`src/rtl/servo_pwm_multi.sv`:
```
// servo_pwm_multi: multi-channel hobby-servo PWM generator.
//
// Each channel outputs one pulse per frame. The pulse is MIN_CYC + pos*STEP_CYC
// clocks wide. Positions come from one of four sources:
//   00 hold, 01 triangle sweep, 10 sine table, 11 direct write.
// A channel's applied position is taken from its target only at the start of
// a frame, so a pulse never changes width in the middle of a frame.
//
// Optional feature: define SERVO_SINE_MODE_EN to build the sine ROM and the
// mode 10 behaviour. Without the macro, mode 10 holds the targets (as mode 00).
//
// Ports:
//   clk        system clock, rising edge
//   rst        synchronous active-high reset
//   en         1 enables pulses; 0 forces servo outputs low (state keeps running)
//   mode[1:0]  position source select
//   pos_in     direct positions, channel k at [k*RES +: RES]
//   pos_we     per-channel write strobe for pos_in (mode 11 only)
//   servo      PWM output per channel (registered)
//   frame_tick one-cycle pulse for the frame_cnt==0 cycle (registered)
//   pos_out    applied position per channel, channel k at [k*RES +: RES]
module servo_pwm_multi #(
    parameter int NCH        = 4,
    parameter int RES        = 8,
    parameter int FRAME_CYC  = 2500000,
    parameter int MIN_CYC    = 125000,
    parameter int STEP_CYC   = 490,
    parameter int UPD_FRAMES = 2
) (
    input  logic               clk,
    input  logic               rst,
    input  logic               en,
    input  logic [1:0]         mode,
    input  logic [NCH*RES-1:0] pos_in,
    input  logic [NCH-1:0]     pos_we,
    output logic [NCH-1:0]     servo,
    output logic               frame_tick,
    output logic [NCH*RES-1:0] pos_out
);

    typedef enum logic [1:0] {
        MODE_HOLD   = 2'b00,
        MODE_SWEEP  = 2'b01,
        MODE_SINE   = 2'b10,
        MODE_DIRECT = 2'b11
    } mode_e;

    localparam int unsigned SPACING = (2 ** RES) / NCH;

    function automatic logic [RES-1:0] stagger(input int unsigned k);
        return RES'(k * SPACING);
    endfunction

    logic [31:0]    frame_cnt;
    logic [31:0]    div_cnt;
    logic [RES-1:0] target   [NCH];
    logic [RES-1:0] applied  [NCH];
    logic [RES-1:0] phase    [NCH];
    logic           dir_down [NCH];
    logic [RES-1:0] applied_nxt [NCH];
    logic [31:0]    width    [NCH];
    logic           frame_start;
    logic           upd;
    mode_e          mode_sel;

    assign mode_sel    = mode_e'(mode);
    assign frame_start = (frame_cnt == '0);
    assign upd         = frame_start && (div_cnt == '0);

`ifdef SERVO_SINE_MODE_EN
    localparam real PI = 3.14159265358979323846;

    function automatic logic [RES-1:0] sin_val(input int unsigned i);
        real a;
        a = (1.0 + $sin(2.0 * PI * real'(i) / real'(2 ** RES)))
            * real'((2 ** RES) - 1) / 2.0;
        return RES'($rtoi($floor(a)));
    endfunction

    logic [RES-1:0] sin_rom [2**RES];

    // Constant contents; folds to a ROM at synthesis.
    always_comb begin
        for (int unsigned i = 0; i < 2 ** RES; i++) begin
            sin_rom[i] = sin_val(i);
        end
    end
`endif

    // The frame_cnt==0 cycle compares against the position being loaded, so the
    // output is consistent with the applied value for the whole frame.
    always_comb begin
        for (int unsigned k = 0; k < NCH; k++) begin
            applied_nxt[k] = frame_start ? target[k] : applied[k];
            width[k] = 32'(MIN_CYC) + 32'(applied_nxt[k]) * 32'(STEP_CYC);
        end
    end

    always_comb begin
        pos_out = '0;
        for (int unsigned k = 0; k < NCH; k++) begin
            pos_out[k*RES +: RES] = applied[k];
        end
    end

    always_ff @(posedge clk) begin
        if (rst) begin
            frame_cnt  <= '0;
            div_cnt    <= '0;
            frame_tick <= 1'b0;
            servo      <= '0;
            for (int unsigned k = 0; k < NCH; k++) begin
                target[k]   <= stagger(k);
                applied[k]  <= stagger(k);
                phase[k]    <= stagger(k);
                dir_down[k] <= 1'b0;
            end
        end else begin
            frame_cnt  <= (frame_cnt == 32'(FRAME_CYC - 1)) ? '0 : frame_cnt + 32'd1;
            frame_tick <= frame_start;
            if (frame_start) begin
                div_cnt <= (div_cnt == 32'(UPD_FRAMES - 1)) ? '0 : div_cnt + 32'd1;
            end
            for (int unsigned k = 0; k < NCH; k++) begin
                servo[k]   <= en && (frame_cnt < width[k]);
                applied[k] <= applied_nxt[k];
                case (mode_sel)
                    MODE_DIRECT: begin
                        if (pos_we[k]) begin
                            target[k] <= pos_in[k*RES +: RES];
                        end
                    end
                    MODE_SWEEP: begin
                        // Endpoints turn around immediately, so each end value
                        // is occupied for a single step.
                        if (upd) begin
                            if (!dir_down[k]) begin
                                if (target[k] == '1) begin
                                    target[k]   <= target[k] - RES'(1);
                                    dir_down[k] <= 1'b1;
                                end else begin
                                    target[k] <= target[k] + RES'(1);
                                end
                            end else begin
                                if (target[k] == '0) begin
                                    target[k]   <= RES'(1);
                                    dir_down[k] <= 1'b0;
                                end else begin
                                    target[k] <= target[k] - RES'(1);
                                end
                            end
                        end
                    end
                    MODE_SINE: begin
`ifdef SERVO_SINE_MODE_EN
                        if (upd) begin
                            phase[k]  <= phase[k] + RES'(1);
                            target[k] <= sin_rom[phase[k] + RES'(1)];
                        end
`endif
                    end
                    default: begin
                    end
                endcase
            end
        end
    end

endmodule

```
`config.mk`:
```
export PLATFORM = sky130hd
export DESIGN_NAME = servo_pwm_multi
export DESIGN_NICKNAME = d
export VERILOG_FILES = /design/src/rtl/servo_pwm_multi.sv
export SDC_FILE = /design/constraint.sdc
export NUM_CORES = 1
export LEC_CHECK = 0
export BUFFER_PORTS_ARGS = -buffer_cell sky130_fd_sc_hd__clkbuf_2
export CORE_MARGIN = 2
export CORE_UTILIZATION = 69
export DETAILED_ROUTE_END_ITERATION = 8
export PLACE_DENSITY_LB_ADDON = 0.15
export SETUP_SLACK_MARGIN = 0.15
export SLEW_MARGIN = 20
export SYNTH_ARGS = -nofsm -noshare
export SYNTH_HDL_FRONTEND = slang
export SYNTH_SLANG_ARGS = --single-unit
```
`constraint.sdc`:
```
create_clock -name clk -period 22.3 [get_ports clk]
set_clock_uncertainty 0.1 [all_clocks]
set_input_delay 0 -clock clk [delete_from_list [all_inputs] [get_ports clk]]
set_output_delay 0 -clock clk [all_outputs]
set_load 0.01 [all_outputs]
```
==> impl_metrics.toml <==
[logic_synthesis]
synth_xor_area_share_pct = 10.60
synth_top_family_by_area = "adder cells"
synthSimpleGateAreaFrac_pct = 18.24
syn_nets = 2142
synth_enable_flop_cells = 36
synthDistinctLibCells = 70
synth_area_mm2 = 0.01544
async_reset_ff_share_pct = 0
synthFlopType = "dfxtp_1"
yosysSeqAreaShare_pct = 20.09
yosysWarnings = 0
yosys-mux-area-fraction_pct = 2.430
synth_area_per_cell_um2 = 8.716
synth_adder_area_share_pct = 30.15
synth-compound-area-share_pct = 12.91
syn_inst = 1772
synth-seq-cells = 137

[power]
power_frac_seq_pct = 11.5
sw_frac_of_total_pct = 50.37
leakagePower_nw = 7.953
power.internal_w = 0.001238
irDropWorstVdd_uv = 192.6
p_per_area_mw_per_mm2 = 147.1
power.switching_w = 0.001257
p_comb_share_pct = 75.8
p_clk_share_pct = 12.6

[cells_and_area]
nets = 2223
layout_common_cells = "ha_1, inv_1, nor2_1"
n_antenna_cell = 0
drive_gt1_share_pct = 8.092
stdcell_count = 2146
syn_to_final_growth_pct = 9.843
final_common_cell = "ha_1"

[cts]
cts_tree = "built"
cts_buffer_depth = 2
numClockSinks = 137
cts_root_buf = "clkbuf_16"
numCtsBuffers = 17
insertion_delay_ns = 0.44
clk_pin_slew_ns = 0.07
h-tree-depth = 4
cts.repair.resized = 0

[run]
cap_violations = 0

[floorplanning]
die_w_um = 153.6
io_pins = 78
core_mm2 = 0.02189
dieHeight_um = 153.6
start_util_pct = 70.55
dieArea_mm2 = 0.02360
rows = 54

[hold_path]
hold_path_class = "in -> reg"
hold_depth = 3

[global_routing]
grt_pass1_wl_um = 65490
grt_usage_pct = 33.88
antenna_found_initial = 0
overflow = 0
grt_max_degree = 49
grt_pass1_vias = 13229

[timing]
worstMarginPinSlew_ns = 1.094
setup_viol = 0
drv_slew = 0
clock.fmax_mhz = 112.4
fin_crit_sh_pct = 39.88
final.setup.tns_ns = 0
relSlewSlack_pct = 26.66
fin_crit_ns = 8.894
rsz0062_at_grt = "false"
hold_violations = 0

[critical_path]
worst-r2r-setup-slack_ns = 13.41
rr_worst_depth = 27
cp_max_fo = 28
worstPathRequired_ns = 22.49
end_kind = "flip-flop"
critPathKind = "reg -> reg"
cpPeakStageDelay_ns = 0.67
critPathLaunchType = "flip-flop"
critical_path_arrival_ns = 9.09
cp_slowest_cell = "mux2i_1"

[route]
firstDrtPassIters = 5
detail_route.wl_per_cell_um = 18.33
num_vias = 13267
detail-route-antenna-nets = 0
routed_wl_um = 39330
routed_via_density = 6.182
remaining_drc_errors = 0
drtIter0Drc = 1014

[run_status]
outcome = "completed"

[placed_design]
place_inst = 2082
place_hpwl_um = 30100
gp_congestion = 0.9289
portBuffers = 77
## worst paths after layout
check                                                  end                     from
worst max register to register         servo[1]$_SDFF_PP0_  frame_cnt[1]$_SDFF_PP0_
worst min register to register     frame_cnt[0]$_SDFF_PP0_  frame_cnt[0]$_SDFF_PP0_
worst max-delay path                   servo[1]$_SDFF_PP0_  frame_cnt[1]$_SDFF_PP0_
worst min-delay path            target[0][0]$_SDFFCE_PN0P_                pos_we[0]
## Yosys cell counts (10+ instances only)
cell	instances	share of area (%)
xnor2_1	91	5.2
nor2b_1	13	0.53
dfxtp_1	101	13
nor2_1	161	3.9
a31oi_1	17	0.69
and3_1	11	0.45
nand4_1	31	1.3
o211ai_1	10	0.49
nand3_1	65	2.1
a21oi_1	108	3.5
buf_2	10	0.32
mux2i_1	32	2.1
nand2_1	108	2.6
nand3b_1	16	0.78
edfxtp_1	36	7.0
ha_1	257	21
xor2_1	96	5.4
a21o_1	19	0.92
nor3_1	28	0.91
a211oi_1	22	1.1
inv_1	166	4.0
o21ai_0	61	2.0
or3_1	16	0.65
nand2b_1	21	0.85
fa_1	72	9.3
o21bai_1	12	0.58
clkbuf_1	40	0.97
and2_1	10	0.41
nor4_1	21	0.85
## layer usage
layer | global-route usage (%) | vias to the layer above | part of all wire, %
li1 | - | 6404 | -
met1 | 44.94 | 6225 | 43
met2 | 55.77 | 532 | 46
met3 | 5.722 | 106 | 7.1
met4 | 12.71 | 0 | 3.7
met5 | 0 | - | 0
## critical path, delay by kind of cell, from the launching register on
kind            cells  cell delay (ns)
buf+inv             5             0.91
simple gates        6             1.69
mux                 1             0.67
flops               1             0.41
compound gates      6             1.71
fa+ha+maj           7             2.76
xor+xnor            2             0.47
## sequential cells by signal, indices dropped and copies added, names as in the netlist
register and flops:
applied 32, frame_tick 1, target 32, div_cnt 32
servo 4, dir_down 4, frame_cnt 32
## logic make-up after synthesis
logic type | count (synthesis)
flip-flops | 137
multiplexers | 36
AND/OR/NAND/NOR | 549
buffers and inverters | 220
XOR/XNOR | 187
adder cells (fa/ha/maj) | 329
AO/OA/AOI/OAI | 314
## per-stage QoR
step	util [%]	worst slack [ns]	instance area (um2)	total power, W	hold WS, ns
after detailed placement	73.09	13.57	16000	0.002131	0.1867
after global placement	73.09	13.88	16000	0.002073	0.1807
after global routing	77.50	12.95	16970	0.002757	0.04956
after CTS	77.49	13.53	16960	0.002477	0.01799
final	77.50	13.41	16970	0.002495	0.03335
after floorplan	-	14.70	15440	0.001752	0.07438
## power groups by stage
stage               Sequential (W)  Combinational, W  Clock (W)
finish                    0.000288           0.00189   0.000315
global route              0.000289           0.00214   0.000327
CTS                       0.000287           0.00187   0.000316
detailed placement        0.000292           0.00184          0
global placement          0.000292           0.00178          0
floorplan                 0.000284           0.00147          0
## repair_timing
action,4_1_cts,5_1_grt
setup buffers,0,0
hold buffers,32,0
hold endpoints to repair,32,0
## final cells by class
cell class / count / area [um2]
multi-input cells: 1415 / 11490
inverters: 166 / 623.1
flip-flops and latches: 137 / 3103
repair buffers: 116 / 758.2
fillers: 1578 / 4926
clock inverters: 15 / 217.7
clock buffers: 17 / 425.4
well taps: 280 / 350.3
No activity file was read; power rests on OpenSTA's default activity.
